### config.mk
export PLATFORM = sky130hd
export DESIGN_NAME = xw_pipe_reg
export DESIGN_NICKNAME = d
export VERILOG_FILES = /design/src/rtl/xw_pipe_reg.sv
export SDC_FILE = /design/constraint.sdc
export NUM_CORES = 1
export LEC_CHECK = 0
export CAP_MARGIN = 10
export CORE_ASPECT_RATIO = 1.75
export CORE_UTILIZATION = 45
export DETAILED_ROUTE_END_ITERATION = 16
export HOLD_SLACK_MARGIN = 0.03
export PLACE_DENSITY = 0.86
export SYNTH_ARGS = -nofsm -noshare
export SYNTH_HDL_FRONTEND = slang
export SYNTH_SLANG_ARGS = --single-unit
### constraint.sdc
create_clock -name clk -period 3.7 [get_ports clk]
set_clock_uncertainty 0.05 [all_clocks]
set_input_delay 0.74 -clock clk [delete_from_list [all_inputs] [get_ports clk]]
set_output_delay 0.74 -clock clk [all_outputs]
set_load 0.005 [all_outputs]
### src/rtl/xw_pipe_reg.sv
// X -> W pipeline register for the 3-stage RV32I core.
// Captures the executing instruction, PC and ALU result, formats load data
// and writeback data, and is the only source of the stage-3 instruction and
// value used by rs1/rs2 forwarding. A load followed by a dependent instruction
// costs one bubble. During that bubble the load is replayed from a local buffer
// as the forwarding source.
//
// Handshake: there is no valid/ready pair here.
// - x_valid qualifies the X slot.
// - lu_stall asks the front end to hold X for the current cycle.
// - stall_in freezes every register of this block.
module xw_pipe_reg #(
  parameter logic [31:0] NOP_INST = 32'h0000_0013,
  parameter logic [31:0] RESET_PC = 32'h0000_0000
) (
  input  logic        clk,
  input  logic        rst_n,
  input  logic        stall_in,
  input  logic        flush,
  input  logic        x_valid,
  input  logic [31:0] x_inst,
  input  logic [31:0] x_pc,
  input  logic [31:0] x_alu_out,
  input  logic [31:0] mem_rdata,
  output logic        w_valid,
  output logic [31:0] w_inst,
  output logic [31:0] w_pc,
  output logic [31:0] w_alu_out,
  output logic [31:0] w_wb_data,
  output logic [31:0] fwd_inst,
  output logic [31:0] fwd_data,
  output logic        lu_stall,
  output logic        dbg_state   // 0 = RUN, 1 = LU (load-use replay)
);

  localparam logic [6:0] OP_LOAD   = 7'b0000011;
  localparam logic [6:0] OP_LUI    = 7'b0110111;
  localparam logic [6:0] OP_AUIPC  = 7'b0010111;
  localparam logic [6:0] OP_JAL    = 7'b1101111;
  localparam logic [6:0] OP_JALR   = 7'b1100111;
  localparam logic [6:0] OP_BRANCH = 7'b1100011;
  localparam logic [6:0] OP_STORE  = 7'b0100011;
  localparam logic [6:0] OP_OP     = 7'b0110011;

  typedef enum logic {ST_RUN = 1'b0, ST_LU = 1'b1} state_e;

  state_e      state_q, state_d;
  logic        w_valid_q, w_valid_d;
  logic [31:0] w_inst_q, w_inst_d;
  logic [31:0] w_pc_q, w_pc_d;
  logic [31:0] w_alu_q, w_alu_d;
  logic [31:0] ld_buf_q, ld_buf_d;
  logic [31:0] held_inst_q, held_inst_d;

  logic [6:0]  w_op;
  logic [6:0]  x_op;
  logic [4:0]  w_rd;
  logic [4:0]  x_rs1;
  logic [4:0]  x_rs2;
  logic        x_uses_rs1;
  logic        x_uses_rs2;
  logic        hazard;
  logic [31:0] ld_fmt;
  logic [7:0]  ld_byte;
  logic [15:0] ld_half;

  assign w_op  = w_inst_q[6:0];
  assign w_rd  = w_inst_q[11:7];
  assign x_op  = x_inst[6:0];
  assign x_rs1 = x_inst[19:15];
  assign x_rs2 = x_inst[24:20];

  // Decode which source registers the X instruction actually reads
  always_comb begin
    x_uses_rs1 = !((x_op == OP_LUI) || (x_op == OP_AUIPC) || (x_op == OP_JAL));
    x_uses_rs2 = (x_op == OP_BRANCH) || (x_op == OP_STORE) || (x_op == OP_OP);
  end

  // Load-use hazard: a load in W feeds an X instruction; only checked in RUN
  always_comb begin
    hazard = 1'b0;
    if ((state_q == ST_RUN) && w_valid_q && (w_op == OP_LOAD) &&
        (w_rd != 5'd0) && x_valid) begin
      hazard = (x_uses_rs1 && (x_rs1 == w_rd)) ||
               (x_uses_rs2 && (x_rs2 == w_rd));
    end
  end

  assign lu_stall = hazard;

  // Align and extend the raw memory word by funct3 and the low address bits
  always_comb begin
    ld_byte = mem_rdata[7:0];
    case (w_alu_q[1:0])
      2'd0:    ld_byte = mem_rdata[7:0];
      2'd1:    ld_byte = mem_rdata[15:8];
      2'd2:    ld_byte = mem_rdata[23:16];
      default: ld_byte = mem_rdata[31:24];
    endcase
    ld_half = w_alu_q[1] ? mem_rdata[31:16] : mem_rdata[15:0];
    case (w_inst_q[14:12])
      3'b000:  ld_fmt = {{24{ld_byte[7]}}, ld_byte};
      3'b001:  ld_fmt = {{16{ld_half[15]}}, ld_half};
      3'b100:  ld_fmt = {24'd0, ld_byte};
      3'b101:  ld_fmt = {16'd0, ld_half};
      default: ld_fmt = mem_rdata;
    endcase
  end

  // Writeback value selected by the W opcode; link address wraps mod 2^32
  always_comb begin
    if (w_op == OP_LOAD) begin
      w_wb_data = ld_fmt;
    end else if ((w_op == OP_JAL) || (w_op == OP_JALR)) begin
      w_wb_data = w_pc_q + 32'd4;
    end else begin
      w_wb_data = w_alu_q;
    end
  end

  // FSM state register
  always_ff @(posedge clk or negedge rst_n) begin
    if (!rst_n) begin
      state_q <= ST_RUN;
    end else begin
      state_q <= state_d;
    end
  end

  // FSM next state.
  // A flush still enters LU when the W load was hazarding, so the load
  // stays available for forwarding.
  always_comb begin
    state_d = state_q;
    if (!stall_in) begin
      case (state_q)
        ST_RUN:  if (hazard) state_d = ST_LU;
        default: state_d = ST_RUN;
      endcase
    end
  end

  // FSM outputs: forwarding source is W in RUN, the replayed load in LU
  always_comb begin
    if (state_q == ST_LU) begin
      fwd_inst = held_inst_q;
      fwd_data = ld_buf_q;
    end else begin
      fwd_inst = w_inst_q;
      fwd_data = w_wb_data;
    end
  end

  assign dbg_state = state_q;

  // Capture selection with priority stall_in > flush > load-use > normal
  always_comb begin
    w_valid_d   = w_valid_q;
    w_inst_d    = w_inst_q;
    w_pc_d      = w_pc_q;
    w_alu_d     = w_alu_q;
    ld_buf_d    = ld_buf_q;
    held_inst_d = held_inst_q;
    if (!stall_in) begin
      if (hazard) begin
        ld_buf_d    = ld_fmt;
        held_inst_d = w_inst_q;
      end
      if (flush) begin
        w_valid_d = 1'b0;
        w_inst_d  = NOP_INST;
        w_pc_d    = x_pc;
        w_alu_d   = 32'd0;
      end else if (hazard) begin
        w_valid_d = 1'b0;
        w_inst_d  = NOP_INST;
        w_alu_d   = 32'd0;
      end else begin
        w_valid_d = x_valid;
        w_inst_d  = x_inst;
        w_pc_d    = x_pc;
        w_alu_d   = x_alu_out;
      end
    end
  end

  // Pipeline and load-buffer registers
  always_ff @(posedge clk or negedge rst_n) begin
    if (!rst_n) begin
      w_valid_q   <= 1'b0;
      w_inst_q    <= NOP_INST;
      w_pc_q      <= RESET_PC;
      w_alu_q     <= 32'd0;
      ld_buf_q    <= 32'd0;
      held_inst_q <= NOP_INST;
    end else begin
      w_valid_q   <= w_valid_d;
      w_inst_q    <= w_inst_d;
      w_pc_q      <= w_pc_d;
      w_alu_q     <= w_alu_d;
      ld_buf_q    <= ld_buf_d;
      held_inst_q <= held_inst_d;
    end
  end

  assign w_valid   = w_valid_q;
  assign w_inst    = w_inst_q;
  assign w_pc      = w_pc_q;
  assign w_alu_out = w_alu_q;

endmodule

==> results.sh, run 1 <==
export IMPL_placed_cells=1404
export IMPL_grt_pass1_vias=9000
export IMPL_synth_ff_type="dfrtp_1"
export IMPL_clkLatencyLatePin_ns=0.43
export IMPL_dpl_hpwl_um=25000
export IMPL_synth_edf_count=0
export IMPL_synth_top_family_by_area="compound AO/OA/AOI/OAI gates"
export IMPL_end_kind="output port"
export IMPL_post_drt_wl_per_cell_um=23.6
export IMPL_netlist_top_cells_count="156 x dfrtp_1, 117 x mux2_2, 64 x a21oi_1, 63 x a22o_1, 62 x nor2_1"
export IMPL_antenna_found_initial=1
export IMPL_max_clock_freq_mhz=267
export IMPL_synth_fa_ha_area_share_pct=0.145
export IMPL_worstPathRequired_ns=2.91
export IMPL_postPlaceCellArea_um2=12700
export IMPL_worst_slack_ns=-0.0412
export IMPL_post_route_cell_area_um2=14000
export IMPL_p_leak_nw=6.21
export IMPL_grt_usage_pct=34.7
export IMPL_max_slew_margin_pct=34.0
export IMPL_worst_pin_slew_ns=0.988
export IMPL_grt_pass1_wl_um=51500
export IMPL_violations="setup timing"
export IMPL_first_pass_iters=5
export IMPL_wl_um=35100
export IMPL_layout_drive_gt1_share_pct=29.0
export IMPL_io_buffers=327
export IMPL_ys_types=54
export IMPL_postCtsHoldBufs=0
export IMPL_yosysTopAreaCell="dfrtp_1"
export IMPL_critPathMaxFanout=4
export IMPL_report_final_slew_viol_count=0
export IMPL_syn_num_nets=950
export IMPL_cp_startpoint="w_pc[13]"
export IMPL_cts_sinks=162
export IMPL_min_period_ns=3.74
export IMPL_crit_type="flip-flop to output port"
export IMPL_worstHoldPathType="input pin to async pin"
export IMPL_routabilityCongestion=0.910
export IMPL_synth_compound_area_share_pct=17.2
export IMPL_synth_seq_cells=162
export IMPL_synth_avg_cell_area_um2=10.6
export IMPL_muxShareOfSynthArea_pct=17.1
export IMPL_ant_nets=0
export IMPL_initial_core_util_pct=46.2
export IMPL_synth_area_leaders="dfrtp_1 45%, mux2_2 15%, a22o_1 6.4%"
export IMPL_via_per_inst=6.02
export IMPL_status="complete, but fails checks"
export IMPL_cp_slowest_cell="clkdlybuf4s50_1"
export IMPL_synthXorXnorAreaFrac_pct=3.54
export IMPL_crit_chain="nand4_1 > buf_4 > nor4_2 > nand3_1 > xnor2_1 > nor2_1 > nor3_1 > clkdlybuf4s50_1"
export IMPL_grt_overflow=0
export IMPL_die_height_um=185
export IMPL_r2r_start="w_inst[3]"
export IMPL_nNetsFinal=1368
export IMPL_start_kind="flip-flop"
export IMPL_io_pins=328
export IMPL_synth_async_sr_flop_share_pct=100
export IMPL_htree_levels=4
export IMPL_syn_to_final_growth_pct=61.7
export IMPL_die_w_um=107
export IMPL_syn_instance_count=816
export IMPL_stdcell_count=1487
export IMPL_slowest_delay_ns=0.55
export IMPL_dr_total_vias=8952
export IMPL_ys_warn_count=0
export IMPL_rsz0062_at_grt="true"
export IMPL_fin_crit_sh_pct=101
export IMPL_worst_ep_arrival_time_ns=2.95
export IMPL_synthSimpleGateAreaFrac_pct=11.6
export IMPL_syn_area_um2=8660
export IMPL_setup_violations=2
export IMPL_p_total_mw=5.25
export IMPL_cts_buffers_inserted=17
export IMPL_cts_tree="done"
export IMPL_drc_errors=0
export IMPL_clock_path_buffers=2
export IMPL_rows=66
export IMPL_power_density_nw_per_um2=375
export IMPL_core_um2=18700
export IMPL_cts_clk_slew_worst_paths_ns=0.07
export IMPL_yosysSeqAreaShare_pct=46.9
export IMPL_ir_worst_vdd_uv=237
export IMPL_drt_iter0_markers=652
export IMPL_place_ws_ns=-0.366
export IMPL_synth_most_common_cell="dfrtp_1"
export IMPL_synth_top_area_share_pct=45.1
export IMPL_grt_start_max_net_pins=74
export IMPL_r2r_cells=8
export IMPL_cap_violations=0
export IMPL_die_area_um2=19800
export IMPL_finalHoldViolCount=0
export IMPL_clock_root_buffer="clkbuf_16"
[worst max-delay path, delay by kind of cell, from the launching register on]
kind | cells | cell delay (ns)
XOR/XNOR | 1 | 0.27
AND/OR/NAND/NOR | 5 | 1.08
flip-flops | 1 | 0.37
buffers and inverters | 2 | 0.80
[metal layers]
layer | part of all wire [%] | vias up | global-route usage (%)
met1 | 35 | 4426 | 38.4
li1 | - | 3862 | -
met3 | 6.6 | 149 | 6.79
met2 | 51 | 515 | 60.3
met4 | 6.8 | 0 | 22.2
met5 | 0 | - | 0
[sequential cells by signal, indices dropped and copies added, names as in the netlist]
signal       count
held_inst_q     32
ld_buf_q        32
w_alu_out       32
w_inst          32
w_pc            32
dbg_state        1
w_valid          1
[area by class of cell]
cell class	count	area (µm²)
tap	238	298
clock inverter	13	173
sequential	162	4080
fill	1233	4740
clock buffer	19	433
inverter	15	56.3
timing repair buffer	457	4300
multi-input combinational	581	4660
antenna	2	5.00
[stage by stage]
stage                     hold WS [ns]  TNS [ns]  util (%)
after floorplan                  0.394         0         -
after global placement           0.413     -8.63      67.6
after detailed placement         0.433    -10.75      67.6
after CTS                        0.297    -0.235      72.5
after global routing             0.327     -1.43      74.7
final                            0.272   -0.0418      74.7
[path summary, 6_finish.rpt]
path | end | slack, ns
setup / recovery | w_wb_data[19] | -0.04
hold / removal | held_inst_q[27] | 0.27
setup reg to reg | ld_buf_q[25] | 0.29
hold reg to reg | held_inst_q[4] | 0.44
max in group asynchronous | w_alu_out[25] | 2.51
min in group clk | held_inst_q[4] | 0.44
[logic make-up (layout without fill, tap and decap cells)]
group / Yosys count / after routing
adder cells (fa/ha/maj): 1 / 1
AO/OA/AOI/OAI: 208 / 208
other: 0 / 2
XOR/XNOR: 35 / 35
buffers and inverters: 73 / 504
AND/OR/NAND/NOR: 204 / 204
flip-flops: 162 / 162
multiplexers: 133 / 133
[what timing repair did]
item,CTS,global route
gates resized for setup,103,49
endpoints found under the hold margin,0,0
setup endpoints to repair,62,30
pin swaps,12,14
buffers inserted,19,30
[placed cells by master, fill, tap and decap left out, types with 21 or more instances in the layout]
master / count
a21oi_1: 59
a22o_1: 63
buf_4: 122
clkdlybuf4s50_1: 275
dfrtp_1: 146
dlygate4sd2_1: 36
mux2_2: 107
nand2_1: 37
nand3_1: 21
nor2_1: 58
[power by group]
part           total, mW  internal [mW]  switching (mW)
Sequential          2.00           1.87           0.131
Clock               1.85           1.08           0.777
Combinational       1.40          0.814           0.583
Note: power is estimated with default switching activity, not from simulation.
==> run 2, diff against run 1 <==
--- a/config.mk
+++ b/config.mk
@@ -8,6 +8,7 @@
 export CAP_MARGIN = 10
 export CORE_ASPECT_RATIO = 1.75
 export CORE_UTILIZATION = 45
+export CTS_BUF_LIST = sky130_fd_sc_hd__clkbuf_16
 export DETAILED_ROUTE_END_ITERATION = 16
 export HOLD_SLACK_MARGIN = 0.03
 export PLACE_DENSITY = 0.86
==> constraint.sdc (replaced) <==
create_clock -name clk -period 3.7 [get_ports clk]
set_clock_uncertainty 0.05 [all_clocks]
set_input_delay 0.37 -clock clk [delete_from_list [all_inputs] [get_ports clk]]
set_output_delay 0.37 -clock clk [all_outputs]
set_load 0.005 [all_outputs]
==> results.sh, run 2 (synthesis results as in run 1) <==
export IMPL_die_w_um=107
export IMPL_grt_start_max_net_pins=89
export IMPL_grt_pass1_vias=8540
export IMPL_rows=66
export IMPL_whs_ns=0.439
export IMPL_cap_violations=0
export IMPL_ir_worst_vdd_uv=254
export IMPL_finalHoldViolCount=0
export IMPL_dpl_hpwl_um=24100
export IMPL_rsz0062_at_grt="true"
export IMPL_io_buffers=327
export IMPL_die_area_um2=19800
export IMPL_grt_pass1_wl_um=49000
export IMPL_report_final_slew_viol_count=0
export IMPL_status="finished clean"
export IMPL_worst_pin_slew_ns=0.954
export IMPL_critPathMaxFanout=9
export IMPL_wl_um=32700
export IMPL_cp_startpoint="w_pc[6]"
export IMPL_first_pass_iters=5
export IMPL_clkLatencyLatePin_ns=0.43
export IMPL_post_drt_wl_per_cell_um=23.7
export IMPL_drt_iter0_markers=572
export IMPL_min_period_ns=3.63
export IMPL_ant_nets=0
export IMPL_r2r_slack_ns=0.37
export IMPL_r2r_cells=7
export IMPL_crit_type="flip-flop to output port"
export IMPL_utilization_pct=68.6
export IMPL_worstPathRequired_ns=3.28
export IMPL_cts_clk_slew_worst_paths_ns=0.07
export IMPL_routabilityCongestion=0.940
export IMPL_setup_violations=0
export IMPL_start_kind="flip-flop"
export IMPL_initial_core_util_pct=46.2
export IMPL_cts_buffers_inserted=17
export IMPL_r2r_start="w_inst[2]"
export IMPL_cts_tree="done"
export IMPL_crit_path_end="fwd_data[31]"
export IMPL_via_per_inst=6.01
export IMPL_n_antenna_cell=0
export IMPL_worst_ep_arrival_time_ns=3.21
export IMPL_layout_drive_gt1_share_pct=18.0
export IMPL_die_height_um=185
export IMPL_htree_levels=4
export IMPL_max_slew_margin_pct=36.3
export IMPL_p_total_mw=4.97
export IMPL_grt_usage_pct=33.1
export IMPL_io_pins=328
export IMPL_layout_common_cells="324 x clkdlybuf4s50_1, 152 x dfrtp_1, 117 x mux2_2"
export IMPL_fin_crit_sh_pct=98.2
export IMPL_core_um2=18700
export IMPL_drc_errors=0
export IMPL_stdcell_count=1384
export IMPL_antenna_found_initial=0
export IMPL_p_leak_nw=5.40
export IMPL_r2r_end="ld_buf_q[14]"
export IMPL_holdCritStartpoint="held_inst_q[4]"
export IMPL_fin_setup_tns_ns=0
export IMPL_worstHoldPathType="flip-flop to flip-flop"
export IMPL_dr_total_vias=8317
export IMPL_grt_overflow=0
export IMPL_final_common_cell="clkdlybuf4s50_1"
export IMPL_placed_cells=1350
export IMPL_clock_root_buffer="clkbuf_16"
export IMPL_cts_sinks=162
export IMPL_nNetsFinal=1267
export IMPL_worst_slack_ns=0.0658
export IMPL_max_clock_freq_mhz=275
export IMPL_syn_to_final_growth_pct=48.6
export IMPL_post_route_cell_area_um2=12900
export IMPL_clock_path_buffers=2
export IMPL_end_kind="output port"
export IMPL_power_density_nw_per_um2=386
export IMPL_place_ws_ns=0.287
export IMPL_postPlaceCellArea_um2=12200
-- run 2: worst min-delay path by stage --
stage	slack, ns	depth (start not counted)	to
2_1_floorplan	0.02	0	dbg_state
3_3_place_gp	0.41	1	held_inst_q[26]
3_5_place_dp	0.43	1	held_inst_q[4]
4_1_cts	0.44	1	held_inst_q[4]
5_1_grt	0.45	1	held_inst_q[4]
6_report	0.44	1	held_inst_q[4]
-- run 2: worst max-delay path, stage by stage, from the launching register on --
cell and delay [ns]:
dfrtp_1 0.49, nand4_1 0.28, nor4_1 0.31, buf_4 0.19, nand4_1 0.14, xor2_1 0.23, a221oi_2 0.40, mux2_2 0.23
clkdlybuf4s50_1 0.50
-- run 2: report_power, final --
part | internal [mW] | switching [mW]
Combinational | 0.698 | 0.492
Sequential | 1.87 | 0.147
Clock | 0.999 | 0.768
-- run 2: final cells by class --
class / count / area, µm²
inverter: 15 / 60.1
clock buffer: 17 / 425
clock inverter: 15 / 158
multi-input combinational: 581 / 4350
fill: 1427 / 5880
tap: 238 / 298
timing repair buffer: 356 / 3510
sequential: 162 / 4070
-- run 2: layer usage --
layer | track usage, % | routed length [µm] | vias to the layer above
met5 | 0 | 0 | -
met4 | 19.3 | 1710 | 0
met3 | 6.62 | 2230 | 99
met2 | 58.3 | 17000 | 465
met1 | 36.7 | 11800 | 4109
li1 | - | - | 3644
-- run 2: timing repair --
item	4_1_cts	5_1_grt
gates resized for setup	2	10
pin swaps	0	1
buffers inserted	0	1
hold buffers	1	0
endpoints found under the setup margin	9	15
hold endpoints to repair	85	0
